`src/rtl/execute_muldiv_stage.sv`:
```
// Iterative RV32M multiply/divide execute unit with operand forwarding resolved in LOAD.
// Optional MULDIV_FAST_MUL_EN: multiplies use one combinational multiplier and skip CALC.
module execute_muldiv_stage #(
  parameter int width_p     = 32,
  parameter int fwd_els_p   = 2,
  parameter int cnt_width_p = $clog2(width_p+1)
) (
  input  logic                         clk_i,
  input  logic                         rst_i,
  input  logic                         v_i,
  output logic                         ready_o,
  input  logic [2:0]                   funct3_i,
  input  logic [width_p-1:0]           rs1_data_i,
  input  logic [width_p-1:0]           rs2_data_i,
  input  logic [fwd_els_p-1:0]         fwd_rs1_v_i,
  input  logic [fwd_els_p-1:0]         fwd_rs2_v_i,
  input  logic [fwd_els_p*width_p-1:0] fwd_data_i,
  input  logic                         flush_i,
  input  logic                         stall_v_i,
  output logic                         v_o,
  output logic [width_p-1:0]           result_o
);

  // Handshake: an instruction is taken on a clock edge where v_i & ready_o & ~flush_i;
  // a result is consumed on a clock edge where v_o & ~stall_v_i & ~flush_i.
  typedef enum logic [1:0] {st_idle, st_load, st_calc, st_done} state_e;

  state_e                   state_q, state_n;
  logic [2:0]               funct3_q;
  logic [width_p-1:0]       rs1_q, rs2_q;
  logic [width_p-1:0]       opb_q;
  logic [2*width_p:0]       acc_q, acc_step;
  logic [cnt_width_p-1:0]   cnt_q;
  logic                     neg_q;
  logic [width_p-1:0]       result_q;

  logic [width_p-1:0]       op_a, op_b, mag_a, mag_b, special_res, load_res, calc_res;
  logic                     is_div, a_signed, b_signed, a_neg, b_neg, load_neg;
  logic                     div_by_zero, div_ovf, special, load_direct, last_iter;

  function automatic logic [width_p-1:0] mul_final(input logic [2*width_p-1:0] prod,
                                                    input logic neg, input logic [2:0] f3);
    logic [2*width_p-1:0] p;
    p = neg ? -prod : prod;
    return (f3 == 3'd0) ? p[width_p-1:0] : p[2*width_p-1:width_p];
  endfunction

  // Quotient sits in the low half of the accumulator, remainder in the high half.
  function automatic logic [width_p-1:0] div_final(input logic [2*width_p:0] acc,
                                                    input logic neg, input logic [2:0] f3);
    logic [width_p-1:0] q, r;
    q = acc[width_p-1:0];
    r = acc[2*width_p-1:width_p];
    if (f3[1]) return neg ? -r : r;
    return neg ? -q : q;
  endfunction

  // Lowest-index forwarding source wins, so scan from the highest index down.
  always_comb begin
    op_a = rs1_q;
    op_b = rs2_q;
    for (int k = fwd_els_p-1; k >= 0; k--) begin
      if (fwd_rs1_v_i[k]) op_a = fwd_data_i[k*width_p +: width_p];
      if (fwd_rs2_v_i[k]) op_b = fwd_data_i[k*width_p +: width_p];
    end
  end

  always_comb begin
    is_div      = funct3_q[2];
    a_signed    = (funct3_q == 3'd1) || (funct3_q == 3'd2) || (funct3_q == 3'd4) || (funct3_q == 3'd6);
    b_signed    = (funct3_q == 3'd1) || (funct3_q == 3'd4) || (funct3_q == 3'd6);
    a_neg       = a_signed & op_a[width_p-1];
    b_neg       = b_signed & op_b[width_p-1];
    mag_a       = a_neg ? -op_a : op_a;
    mag_b       = b_neg ? -op_b : op_b;
    load_neg    = (is_div && funct3_q[1]) ? a_neg : (a_neg ^ b_neg);
    div_by_zero = is_div && (op_b == '0);
    div_ovf     = is_div && !funct3_q[0] && (op_a == {1'b1, {(width_p-1){1'b0}}}) && (&op_b);
    special     = div_by_zero || div_ovf;
    if (div_by_zero) special_res = funct3_q[1] ? op_a : '1;
    else             special_res = funct3_q[1] ? '0 : {1'b1, {(width_p-1){1'b0}}};
`ifdef MULDIV_FAST_MUL_EN
    load_direct = special || !is_div;
    load_res    = special ? special_res
                          : mul_final({{width_p{1'b0}}, mag_a} * {{width_p{1'b0}}, mag_b}, load_neg, funct3_q);
`else
    load_direct = special;
    load_res    = special_res;
`endif
  end

  // One iteration: shift-add for multiply, shift-subtract-restore for divide.
  always_comb begin
    logic [2*width_p:0] shifted;
    logic [width_p+1:0] diff;
    logic [width_p:0]   sum;
    shifted  = {acc_q[2*width_p-1:0], 1'b0};
    diff     = {1'b0, shifted[2*width_p:width_p]} - {2'b00, opb_q};
    sum      = acc_q[2*width_p:width_p] + (acc_q[0] ? {1'b0, opb_q} : '0);
    acc_step = acc_q;
    if (is_div) begin
      if (!diff[width_p+1]) acc_step = {diff[width_p:0], shifted[width_p-1:1], 1'b1};
      else                  acc_step = shifted;
    end else begin
      acc_step = {1'b0, sum, acc_q[width_p-1:1]};
    end
    calc_res  = is_div ? div_final(acc_step, neg_q, funct3_q)
                       : mul_final(acc_step[2*width_p-1:0], neg_q, funct3_q);
    last_iter = (cnt_q == cnt_width_p'(1));
  end

  always_ff @(posedge clk_i) begin
    if (rst_i) state_q <= st_idle;
    else       state_q <= state_n;
  end

  always_comb begin
    state_n = state_q;
    if (flush_i) state_n = st_idle;
    else begin
      case (state_q)
        st_idle: if (v_i) state_n = st_load;
        st_load: state_n = load_direct ? st_done : st_calc;
        st_calc: if (last_iter) state_n = st_done;
        st_done: if (!stall_v_i) state_n = st_idle;
        default: state_n = st_idle;
      endcase
    end
  end

  always_comb begin
    ready_o  = (state_q == st_idle);
    v_o      = (state_q == st_done);
    result_o = result_q;
  end

  always_ff @(posedge clk_i) begin
    if (rst_i) begin
      funct3_q <= '0;
      rs1_q    <= '0;
      rs2_q    <= '0;
      opb_q    <= '0;
      acc_q    <= '0;
      cnt_q    <= '0;
      neg_q    <= 1'b0;
      result_q <= '0;
    end else begin
      case (state_q)
        st_idle: begin
          if (v_i && !flush_i) begin
            funct3_q <= funct3_i;
            rs1_q    <= rs1_data_i;
            rs2_q    <= rs2_data_i;
          end
        end
        st_load: begin
          acc_q <= {{(width_p+1){1'b0}}, mag_a};
          opb_q <= mag_b;
          neg_q <= load_neg;
          cnt_q <= cnt_width_p'(width_p);
          if (load_direct) result_q <= load_res;
        end
        st_calc: begin
          acc_q <= acc_step;
          cnt_q <= cnt_q - cnt_width_p'(1);
          if (last_iter) result_q <= calc_res;
        end
        default: ;
      endcase
    end
  end

endmodule

```
`config.mk`:
```
export PLATFORM = sky130hd
export DESIGN_NAME = execute_muldiv_stage
export DESIGN_NICKNAME = d
export VERILOG_FILES = /design/src/rtl/execute_muldiv_stage.sv
export SDC_FILE = /design/constraint.sdc
export NUM_CORES = 1
export LEC_CHECK = 0
export ABC_CLOCK_PERIOD_IN_PS = 4580
export CORE_UTILIZATION = 54
export DETAILED_ROUTE_END_ITERATION = 10
export GPL_TIMING_DRIVEN = 1
export PLACE_DENSITY = 0.76
export SYNTH_ARGS = -nofsm -noshare
export SYNTH_HDL_FRONTEND = slang
export SYNTH_SLANG_ARGS = --single-unit
```
`constraint.sdc`:
```
create_clock -name clk_i -period 4.58 [get_ports clk_i]
set_input_delay 0.687 -clock clk_i [delete_from_list [all_inputs] [get_ports clk_i]]
set_output_delay 0.687 -clock clk_i [all_outputs]
set_load 0.02 [all_outputs]
```
==> results.md <==
- The run finished, with violations left.
- The checks that failed: design-rule violations.
- At the pin with the least slew margin, the transition time is 1180 ps.
- The signal on the critical path passes through inv_1 > ha_1 > fa_1 > nand2b_1 > a21o_1 > a2111oi_2 > buf_4 > o21ai_0 > nor3b_1 > or3_1 > a32oi_2 > o2111ai_1 > buf_4 > buf_4 > or2_1 > buf_4 > nor4_2 > mux2i_1 > o31ai_1.
- The fraction of layout cells with a size suffix above 1 is 0.195.
- Routed signal wires occupy layers up through met5.
- The cell sitting at the root of the clock tree is a sky130_fd_sc_hd__clkbuf_16.
- The hold buffer count at cts is 0.
- The overflow left after global routing is 0.
- After floorplanning, the core was divided into 69 placement rows.
- Headroom to the max-slew limit came out at 0.206.
- The number of sinks handled by clock tree synthesis is 205.
- The highest achievable clock rate is 0.222 GHz.
- Data on the critical path is required at its endpoint by 5030 ps.
- The most common library cell in the layout ignoring fill and taps is sky130_fd_sc_hd__buf_4.
- Max-cap violations in this run came to 0.
- The maximum single-stage delay on the critical path is 400 ps.
- The leakage power is 10.2 nW.
- The synthesized netlist cell count is 2,732.
- Clock latency on the worst-skew pair, taken at its later pin, is 580 ps.
- The path class of the lowest-slack min-delay path is reg -> reg.
- Ranked by total cell area, the synthesized netlist is headed by sky130_fd_sc_hd__dfxtp_1 (21%), sky130_fd_sc_hd__a21oi_1 (7.2%), sky130_fd_sc_hd__nand2_1 (7.1%).
- The post-synthesis average cell area is 7.12 um2.
- In the routed layout, each cell is associated on average with a via count of 6.75.
- The worst endpoint data arrival time is 4950 ps.
- In this run the worst path has a maximum fanout of 7.
- The net count of the finished layout is 3,347.
- The die covers 36,800 um2.
- After synthesis the netlist holds a flip-flop and latch count of 205.
- Setup repair after global routing could not meet its margin everywhere.
- The remaining antenna violation count is 0.
- The share of the Yosys chip area taken by registers is 0.211.
- The type of the worst setup path is reg -> reg.
- The number of global-route vias before repair is 22,384.
- The floorplan die height is 192 um.
- The clock passes through at most 3 buffers.
- In this run, placement finished with an instance count of 3,546.
- At the end of routability-driven placement, the weighted congestion stood at 1.14.
- The footprint of the flip-flops and latches is 4110 um2.
- The count of unique library cells instantiated by Yosys is 93.
- The initial standard-cell utilization of the core is 0.548.
- The routed wire length on met2 is 38.0 mm.
- The top cell types in the final layout, fill and taps aside, are sky130_fd_sc_hd__buf_4 (373), sky130_fd_sc_hd__nand2_1 (367), sky130_fd_sc_hd__nor2_1 (292).
- For this block, wires on met1 add up to 32.9 mm.
- In the detailed route, the total length drawn on met3 is 12.1 mm.
- The setup clock skew after layout is 13.1 ps.
- The die is 192 um wide.
- The estimated wirelength of the detail-placed design is 69.0 mm.
- During synthesis, Yosys emitted a total of 0 warnings.
- From synthesis to final layout, the design area changed by 31.0%.
- In this run the tool buffered the top-level ports with 173 buffer cells.
- TritonCTS built the clock tree.
- Entering global routing, the biggest net connects 86 pins.
- The overall routing resource usage is 0.473.
- The worst-case setup slack after placement is -368 ps.
- For this run, the leading register cell type out of synthesis is sky130_fd_sc_hd__dfxtp_1.
- The max-slew violation count came to 0.
- Of all cell types, the one taking the most synthesized area is sky130_fd_sc_hd__dfxtp_1.
- The first routing iteration left 3,088 violations.
- The portion of synthesized cell area occupied by the leading cell type is 0.211.
- STA classifies the critical path startpoint as a register.
- The combined buffer and inverter count along the critical path is 5.
- The number of filler cells placed in the layout is 2,799.
- 0 antenna diodes ended up in the layout.
- The largest individual stage delay along the critical path comes from the cell sky130_fd_sc_hd__fa_1.
- The clock period minus final worst setup slack is 4500 ps.
- The remaining design rule violation count is 1.
- Setup violations remaining at the end of the flow were counted as 0.
- Broken down by cell family, the worst path's largest delay share belongs to simple AND/OR/NAND/NOR gates.
- The total iterations of the first detailed-routing run is 11.
- In this run, CTS created clock tree buffers numbering 25.
- The clock-pin transition on the worst setup and hold timing paths is 60 ps.
- After layout, the worst setup slack is 82.3 ps.
- The cell that appears most often on the critical path is sky130_fd_sc_hd__buf_4.
- The power after layout is 6.58 mW.
- The net count after synthesis is 2,949.
- Dividing the final minimum period by the clock period gives 0.982.
- The fraction of registers with async set/reset is 0.
- In this run, synthesis inferred 0 flip-flops with an integrated enable.
- 174 I/O pins were placed.
- The mapped cell area is 19,400 um2.
- The total power divided by cell area is 258 nW/um2.
- Summed over all layers, the routed wires come to 90.1 mm.
- The first global-routing pass estimated 132 mm of wire.
- CTS built an H-tree with a depth of 1.
- The final number of hold-violating endpoints is 0.
- STA classifies the critical path endpoint as a register.
- After the flow finishes, the layout carries non-filler instances totaling 3,607.
- The peak ir drop on the vdd network is 0.314 mV.
- In the final layout, the multi-input gates occupy 15,000 um2.
- After floorplanning, the core was sized to cover 35,500 um2.
- Dividing the detail-routed wire length by the instance count gives 25.0 um.
- The via count is 24,331.
- The number of antenna violations at the first check in global routing is 2.
[through the flow]
stage | TNS, ps | cell area, um2 | hold WS, ps | util
after global routing | -296 | 25500 | 470 | 0.718
after CTS | -76.3 | 24700 | 455 | 0.697
final | 0 | 25500 | 451 | 0.718
after floorplan | -9.22 | 19500 | 434 | -
after global placement | -2910 | 23900 | 440 | 0.674
after detailed placement | -4550 | 23900 | 442 | 0.674
[registers in the layout (all words and copies together), names as in the netlist]
register and flops:
state_q 2, funct3_q 3, opb_q 32, result_o 32, rs1_q 32, rs2_q 32, cnt_q 6, acc_q 65
neg_q 1
[worst reg2reg max path, delay by kind of cell (launching register included)]
family,cells,cell delay [ps]
muxes,1,230
adders and majority gates,2,600
DFF,1,350
and+or+nand+nor,5,1270
buffers and inverters,5,810
AOI/OAI and AO/OA,6,1120
[report_power, final]
group / switching [mW] / leakage (nW) / internal (mW)
Combinational: 1.54 / 8.19 / 1.09
Clock: 0.870 / 0.379 / 1.12
Sequential: 0.0880 / 1.67 / 1.87
[cell families after synthesis]
logic type               after synthesis  share of synthesized area
multiplexers                         164                     0.0882
flip-flops                           205                      0.211
adder cells (fa/ha/maj)               77                     0.0503
buffers and inverters                258                     0.0515
AO/OA/AOI/OAI                        850                      0.287
AND/OR/NAND/NOR                     1030                      0.245
XOR/XNOR                             148                     0.0667
[routing by layer]
layer	up-vias	global-route usage
li1	10794	-
met1	11267	0.567
met2	1814	0.722
met3	454	0.162
met4	2	0.294
met5	-	0
[synth_stat cells, drive strengths merged, types with 10 or more instances]
library cell	count
clkbuf	131
ha	75
a211o	10
o221ai	14
xor2	53
nand2b	23
o211ai	36
a22oi	24
or3	29
inv	69
a21o	23
o31ai	16
a21oi	281
dfxtp	205
and2	53
o21ai	148
nor2	298
o311ai	10
o41ai	10
a211oi	80
mux2	48
or2	20
nor4	27
a2111oi	11
nand2	368
nand3	41
buf	55
and4	13
a311oi	18
xnor2	95
nor3	65
o21a	24
nand4	31
a221oi	11
a31oi	42
and3	21
mux2i	115
[final timing paths]
path                  endpoint  slack [ps]  depth (start not counted)         start
setup / recovery  result_o[28]          80                         19     acc_q[31]
hold / removal    result_o[28]         450                          2  result_o[28]
setup reg to reg  result_o[28]          80                         19     acc_q[31]
hold reg to reg   result_o[28]         450                          2  result_o[28]
[repair_timing]
action | in CTS | in global routing
setup endpoints to repair | 18 | 32
hold endpoints to repair | 0 | 0
resized for setup | 11 | 106
pin swaps | 1 | 37
setup buffers | 1 | 17
gates cloned | 0 | 0
[area by class of cell]
cell class                      count  share of cell area
Sequential cell                   205               0.162
Clock buffer                       36              0.0274
Timing Repair Buffer              557               0.185
Tap cell                          461              0.0227
Clock inverter                      7             0.00334
Multi-Input combinational cell   2269               0.590
Inverter                           72              0.0106
No activity file was read; power rests on OpenSTA's default activity.
